`src/rtl/iterative_mdu.sv`:
```
// iterative_mdu: radix-2 iterative multiply/divide unit writing results to HI/LO
// Ports:
//   clk, rst           clock (rising edge), asynchronous active-high reset
//   start, op          request (sampled while idle) and opcode: 00 MUL, 01 MULU, 10 DIV, 11 DIVU
//   operand1/operand2  multiplicand/dividend and multiplier/divisor
//   busy, done         unit occupied (RUN or FIX), one-cycle result strobe
//   hi, lo, err        product high/low or remainder/quotient, divide error flag
// Configuration: define MDU_DIV_EN to build the restoring divider; without it every
//   divide op returns hi=0, lo=0, err=1 after a short two-cycle pass through FIX.
module iterative_mdu #(
    parameter int WIDTH = 32,
    parameter int CNT_W = $clog2(WIDTH + 1)
) (
    input  logic             clk,
    input  logic             rst,
    input  logic             start,
    input  logic [1:0]       op,
    input  logic [WIDTH-1:0] operand1,
    input  logic [WIDTH-1:0] operand2,
    output logic             busy,
    output logic             done,
    output logic [WIDTH-1:0] hi,
    output logic [WIDTH-1:0] lo,
    output logic             err
);
    typedef enum logic [1:0] {S_IDLE, S_RUN, S_FIX} state_t;
    state_t             r_state;
    logic [CNT_W-1:0]   r_cnt;
    logic               r_div;
    logic               r_neg;
    logic               r_err;
    logic               r_skip;
    logic [WIDTH-1:0]   r_b;
    logic [2*WIDTH-1:0] r_p;
    logic               w_sa, w_sb, w_short;
    logic [WIDTH-1:0]   w_mag_a, w_mag_b, w_init_lo;
    logic [WIDTH:0]     w_sum;
    logic [2*WIDTH-1:0] w_mul_next, w_step, w_prod;
    logic [WIDTH-1:0]   w_div_hi, w_div_lo;
    assign w_sa    = ~op[0] & operand1[WIDTH-1];
    assign w_sb    = ~op[0] & operand2[WIDTH-1];
    assign w_mag_a = w_sa ? -operand1 : operand1;
    assign w_mag_b = w_sb ? -operand2 : operand2;
    // Shift-add: r_b holds the multiplicand, the low half of r_p the remaining multiplier bits
    assign w_sum      = {1'b0, r_p[2*WIDTH-1:WIDTH]} + (r_p[0] ? {1'b0, r_b} : '0);
    assign w_mul_next = {w_sum, r_p[WIDTH-1:1]};
    assign w_prod     = r_neg ? -r_p : r_p;
    assign busy       = (r_state != S_IDLE);
`ifdef MDU_DIV_EN
    logic               r_neg_r;
    logic [WIDTH:0]     w_sh, w_diff;
    logic [2*WIDTH-1:0] w_div_next;
    // Restoring step: r_p = {partial remainder, dividend bits shifting into quotient}
    assign w_sh       = {r_p[2*WIDTH-1:WIDTH], r_p[WIDTH-1]};
    assign w_diff     = w_sh - {1'b0, r_b};
    assign w_div_next = {w_diff[WIDTH] ? w_sh[WIDTH-1:0] : w_diff[WIDTH-1:0], r_p[WIDTH-2:0], ~w_diff[WIDTH]};
    assign w_step     = r_div ? w_div_next : w_mul_next;
    assign w_short    = op[1] & (operand2 == '0);
    // Divide by zero keeps the raw dividend in r_p so it can be returned in hi
    assign w_init_lo  = op[1] ? (w_short ? operand1 : w_mag_a) : w_mag_b;
    always_comb begin
        w_div_hi = r_err ? r_p[WIDTH-1:0] : (r_neg_r ? -r_p[2*WIDTH-1:WIDTH] : r_p[2*WIDTH-1:WIDTH]);
        w_div_lo = r_err ? '1 : (r_neg ? -r_p[WIDTH-1:0] : r_p[WIDTH-1:0]);
    end
    always_ff @(posedge clk or posedge rst)
        if (rst) r_neg_r <= 1'b0;
        else if (r_state == S_IDLE && start) r_neg_r <= w_sa;
`else
    assign w_step    = w_mul_next;
    assign w_short   = op[1];
    assign w_init_lo = w_mag_b;
    always_comb begin
        w_div_hi = '0;
        w_div_lo = '0;
    end
`endif
    always_ff @(posedge clk or posedge rst) begin
        if (rst) begin
            r_state <= S_IDLE;
            r_cnt   <= '0;
            r_div   <= 1'b0;
            r_neg   <= 1'b0;
            r_err   <= 1'b0;
            r_skip  <= 1'b0;
            r_b     <= '0;
            r_p     <= '0;
            done    <= 1'b0;
            hi      <= '0;
            lo      <= '0;
            err     <= 1'b0;
        end else begin
            done <= 1'b0;
            case (r_state)
                S_IDLE: if (start) begin
                    r_div   <= op[1];
                    r_neg   <= w_sa ^ w_sb;
                    r_err   <= w_short;
                    r_skip  <= w_short;
                    r_b     <= op[1] ? w_mag_b : w_mag_a;
                    r_p     <= {{WIDTH{1'b0}}, w_init_lo};
                    r_cnt   <= '0;
                    r_state <= w_short ? S_FIX : S_RUN;
                end
                S_RUN: begin
                    r_p     <= w_step;
                    r_cnt   <= r_cnt + 1'b1;
                    r_state <= (r_cnt == CNT_W'(WIDTH - 1)) ? S_FIX : S_RUN;
                end
                S_FIX: begin
                    // Short (no-iteration) ops spend one settle cycle here so done lands two cycles after accept
                    if (r_skip) r_skip <= 1'b0;
                    else begin
                        hi      <= r_div ? w_div_hi : w_prod[2*WIDTH-1:WIDTH];
                        lo      <= r_div ? w_div_lo : w_prod[WIDTH-1:0];
                        err     <= r_err;
                        done    <= 1'b1;
                        r_state <= S_IDLE;
                    end
                end
                default: r_state <= S_IDLE;
            endcase
        end
    end
endmodule

```
`config.mk`:
```
export PLATFORM = sky130hd
export DESIGN_NAME = iterative_mdu
export DESIGN_NICKNAME = d
export VERILOG_FILES = /design/src/rtl/iterative_mdu.sv
export SDC_FILE = /design/constraint.sdc
export NUM_CORES = 1
export LEC_CHECK = 0
export BUFFER_PORTS_ARGS = -buffer_cell sky130_fd_sc_hd__buf_2
export CORE_ASPECT_RATIO = 0.7
export CORE_MARGIN = 2
export CORE_UTILIZATION = 66
export CTS_BUF_LIST = sky130_fd_sc_hd__clkbuf_4 sky130_fd_sc_hd__clkbuf_8
export CTS_CLUSTER_SIZE = 30
export DETAILED_ROUTE_END_ITERATION = 10
export GPL_TIMING_DRIVEN = 0
export MAX_ROUTING_LAYER = met4
export PLACE_DENSITY = 0.95
export SYNTH_ARGS = -nofsm -noshare
export SYNTH_HDL_FRONTEND = slang
export SYNTH_SLANG_ARGS = --single-unit
```
`constraint.sdc`:
```
create_clock -name clk -period 7.61 [get_ports clk]
set_input_delay 0.3805 -clock clk [delete_from_list [all_inputs] [get_ports clk]]
set_output_delay 0.3805 -clock clk [all_outputs]
set_load 0.1 [all_outputs]
```
# == After elaboration in Yosys (flattened, before gate mapping) ==
# Index checks and enable logic that the tools add are counted.
# totals
reg_bits,173
output_inout_bits,67
# classes
add_sub_neg,5
n_bitwise,5
eq_ne,5
muxes,20
n_reduce_logical,9
# ops
cell,count
2-to-1 mux 32 bit,6
2-to-1 mux 64 bit,2
case mux 64 bit (2 select lines),1
negation 32 bit,2
negation 64 bit,1
adder 32 x 32 -> 33 bit,1
case mux 6 bit (2 select lines),1
AND reduction 2 bit,5
2-to-1 mux 2 bit,4
"adder 6 x 1 -> 6 bit, second input constant",1
"== test 6 x 5 -> 1 bit, second input constant",1
2-to-1 mux 6 bit,1
case mux 2 bit (3 select lines),1
nonzero test 2 bit,3
"!= test 2 bit, second input constant",2
2-to-1 mux 1 bit,3
AND 1 bit,2
"== test 2 x 1 -> 1 bit, second input constant",1
"== test 2 bit, second input constant",1
logical NOT 2 bit,1
inverter 1 bit,2
case mux 1 bit (2 select lines),1
XOR 1 bit,1

# == Logic depth before layout (Yosys ltp) ==
# depth
word_depth,5
mapped_depth,13
mapped_depth_nobuf,12

# == Worst setup path after synthesis ==
# Ideal clock, no wire load.
# synth_timing
kind,reg2reg
startpoint,reg r_p[0]
endpoint,reg r_p[61]
required_ns,7.488
arrival_time_ns,2.782
path_buffers,1
setup_ns,0.122
slack_ns,4.706
stages_incl_launch_ff,14
synth_period_minus_slack_ns,2.904
path_cell_list,dfrtp_1 clkbuf_1 and2_1 ha_1 inv_1 fa_1 nor2b_1 o2111ai_1 a21oi_1 o31ai_1 nor3_1 o31a_1 or3_1 a32o_1
# synth_between
elab_chain_cells,3
# synth_lines
item,line_no,source
from (decl),34,logic [2*WIDTH-1:0] r_p;
from (signal assigned),100,"r_p <= {{WIDTH{1'b0}}, w_init_lo};"
from (signal assigned),105,r_p <= w_step;
2-to-1 mux 32 bit,45,"assign w_sum = {1'b0, r_p[2*WIDTH-1:WIDTH]} + (r_p[0] ? {1'b0, r_b} : '0);"
adder 32 x 32 -> 33 bit,45,
case mux 64 bit (2 select lines),93,case (r_state)
# No other way between the ends.
# A chain may end at the register's enable or synchronous reset.

# == Worst setup path in the final report ==
# layout_timing
startpoint,reg r_p[0]
endpoint,reg r_p[53]
# The elaborated chain is that of the path after synthesis.

==> impl_metrics.json <==
{
  "pre_cts_ws_ps": 3635,
  "tightest_slew_ps": 861.1,
  "io_pins": 136,
  "syn_nets": 1409,
  "yosysUniqueCellTypes": 63,
  "wire_per_inst_um": 20.90,
  "die_h_um": 113.1,
  "synthTopCellsByArea": "dfrtp_1 (39%), o21ai_0 (7.8%), xor2_1 (6.4%)",
  "maxSlewHeadroom_pct": 42.38,
  "cp_data_arrival_time_ps": 4570,
  "synth_cells": 1303,
  "cp_max_fo": 10,
  "vias_per_cell": 6.605,
  "ys.flop_type": "dfrtp_1",
  "cts_hold_repair.buffers": 1,
  "yosysWarnings": 0,
  "cts_buffer_depth": 2,
  "grt_pass1_wl_um": 56370,
  "cts_setup_buffers": 0,
  "met1_usage_pct": 57.19,
  "synth_seq_cells": 173,
  "synth_top_area_share_pct": 38.57,
  "synth_top_cell_by_area": "dfrtp_1",
  "post-route-period-util_pct": 54.80,
  "cts_root_buf": "clkbuf_8",
  "vias": 11216,
  "num_rows": 39,
  "crit_path_end_kind": "flop",
  "drc_errors": 0,
  "antenna_found_initial": 1,
  "drt_iter0_drc": 1796,
  "htreeDepth": 4,
  "portBuffers": 135,
  "dieArea_um2": 18080,
  "status": "finished clean",
  "use_met3_pct": 12.57,
  "clock_sinks": 173,
  "power_density_nw_per_um2": 460.5,
  "worstPathRequired_ps": 8010,
  "cts_buffers": 17,
  "p_leak_nw": 5.617,
  "initial_utilization_pct": 68.05,
  "synth.avg_cell_area_um2": 8.614,
  "antenna_left": 0,
  "grt_use_met2_pct": 59.45,
  "critPathKind": "reg2reg",
  "first_pass_iters": 8,
  "final.setup_skew_ps": 17.17,
  "drive_gt1_share_pct": 13.11,
  "finalWirelength_um": 35490,
  "ir_drop_mv": 0.3869,
  "hpwl_um": 27480,
  "rsz0062_at_grt": "false",
  "grt_max_degree": 114,
  "core-area_um2": 16490,
  "finalMaxSlewViolations": 0,
  "finalSetupViolations": 0,
  "synth_edf_count": 0,
  "cap_violations": 0,
  "clkLatencyLatePin_ps": 480,
  "yosysSeqAreaShare_pct": 38.57,
  "netlist_area_um2": 11220,
  "grt_pass1_vias": 10458,
  "cts_resized": 0,
  "grt_util_all_layers_pct": 41.07,
  "hold_violations": 0,
  "hold_class": "in2reg",
  "path_clk_slew_ps": 100,
  "grt_overflow": 0,
  "worst_slack_ps": 3440,
  "synthArstFlopShare_pct": 100.0,
  "cts_tree": "yes",
  "die_w_um": 159.9,
  "finalNetCount": 1565,
  "post-route-min-period_ps": 4170,
  "totalNegativeSetupSlack_ps": 0,
  "worst_setup_path_start_kind": "flop",
  "busiest_layer": "met2",
  "max_freq_mhz": 239.8,
  "rrSetupSlack_ps": 3440,
  "syn2layout_area_growth_pct": 12.76,
  "gp_congestion": 0.9977
}
-- power breakdown --
| group | internal (W) | switching, W | total, W |
|---|---|---|---|
| logic | 0.000929 | 0.00246 | 0.00338 |
| clock network | 0.000340 | 0.000363 | 0.000703 |
| registers | 0.00129 | 0.000449 | 0.00174 |
| total | 0.00256 | 0.00327 | 0.00583 |
-- path summary, 6_finish.rpt --
path                                         start                      to  cells after the start
worst min-delay path                         start  r_state[0]$_DFFE_PP0P_                      3
max in group asynchronous                      rst     r_b[20]$_DFFE_PP0P_                      4
worst max register to register  r_p[0]$_DFFE_PP0P_     r_p[53]$_DFFE_PP0P_                     13
min in group asynchronous                      rst      hi[12]$_DFFE_PP0P_                      3
worst max-delay path            r_p[0]$_DFFE_PP0P_     r_p[53]$_DFFE_PP0P_                     13
worst min register to register  lo[16]$_DFFE_PP0P_      lo[16]$_DFFE_PP0P_                      2
-- worst max-delay path, cell delays in order, from the launching register on --
cell and delay [ps]:
dfrtp_1 560, clkbuf_1 370, and2_1 210, ha_1 210
inv_1 70, fa_1 400, nor2b_1 200, o2111ai_1 170
a21oi_1 370, o21ai_0 410, o21ai_0 600, a21boi_0 210
xor2_1 180, o21ai_0 150
-- flip-flops by register name, indices dropped and copies added, names as in the netlist --
signal   count
lo          32
err          1
r_neg        1
r_b         32
hi          32
r_p         64
done         1
r_skip       1
r_cnt        6
r_err        1
r_state      2
-- cell usage in the layout (no fill, tap or decap), drive strengths merged, types with 7 or more instances in the layout --
cell	Yosys	layout
o21ai	175	175
dfrtp	173	173
nand2	168	168
buf	6	142
clkbuf	69	87
xor2	82	82
a21oi	72	72
nor2	71	71
xnor2	66	66
o31ai	44	44
a22oi	39	39
ha	36	36
and2	34	34
inv	23	29
nor3	25	25
or3	25	25
a22o	21	21
o41ai	13	13
nand3	13	13
a21o	12	12
nor2b	11	11
nand4	11	11
or4	11	11
nor4	10	10
o221ai	9	9
or2	9	9
nand2b	8	8
a211oi	8	8
a31oi	7	7
o21a	7	7
-- cells by family (layout without fill, tap and decap cells) --
| logic type | after synthesis | count (layout) | share of synthesized area [%] |
|---|---|---|---|
| AOI/OAI and AO/OA | 438 | 438 | 24.55 |
| muxes | 2 | 2 | 0.1784 |
| buffers and inverters | 98 | 267 | 3.322 |
| DFF | 173 | 173 | 38.57 |
| xor gates and xnor gates | 148 | 148 | 11.55 |
| other | 0 | 1 | 0 |
| and+or+nand+nor | 407 | 407 | 17.65 |
| adders and majority gates | 37 | 37 | 4.191 |
-- synthesized netlist by cell type (all sizes together), types with 6 or more instances --
| cell | number |
|---|---|
| a211oi | 8 |
| a21o | 12 |
| a21oi | 72 |
| a22o | 21 |
| a22oi | 39 |
| a31oi | 7 |
| and2 | 34 |
| buf | 6 |
| clkbuf | 69 |
| dfrtp | 173 |
| ha | 36 |
| inv | 23 |
| nand2 | 168 |
| nand2b | 8 |
| nand3 | 13 |
| nand4 | 11 |
| nor2 | 71 |
| nor2b | 11 |
| nor3 | 25 |
| nor4 | 10 |
| o21a | 7 |
| o21ai | 175 |
| o221ai | 9 |
| o31ai | 44 |
| o41ai | 13 |
| or2 | 9 |
| or3 | 25 |
| or4 | 11 |
| xnor2 | 66 |
| xor2 | 82 |
-- metal layers --
metal | up-vias | part of all wire [%]
met2 | 888 | 42
met5 | - | 0
met3 | 90 | 15
met4 | 0 | 2.1
met1 | 5227 | 41
li1 | 5011 | -
-- layout make-up --
| cell class | count | area (um2) |
|---|---|---|
| multi-input cells | 1032 | 6523 |
| flip-flops and latches | 173 | 4329 |
| fillers | 1168 | 3836 |
| repair buffers | 137 | 713.2 |
| plain buffers | 75 | 286.5 |
| well taps | 225 | 281.5 |
| clock buffers | 18 | 247.7 |
| clock inverters | 14 | 180.2 |
| inverters | 23 | 93.84 |
| diodes | 1 | 2.502 |
-- stage by stage --
stage | util, % | total power, W | instance area [um2] | hold WS (ps) | instances
2_1_floorplan | - | 0.004178 | 11220 | 441.0 | 1303
3_3_place_gp | 73.86 | 0.004909 | 12180 | 456.6 | 1663
3_5_place_dp | 74.07 | 0.005013 | 12220 | 429.0 | 1664
4_1_cts | 76.73 | 0.005731 | 12650 | 190.1 | 1697
5_1_grt | 76.74 | 0.006121 | 12660 | 238.5 | 1698
6_report | 76.74 | 0.005828 | 12660 | 201.8 | 1698
No activity file was read; power rests on OpenSTA's default activity.
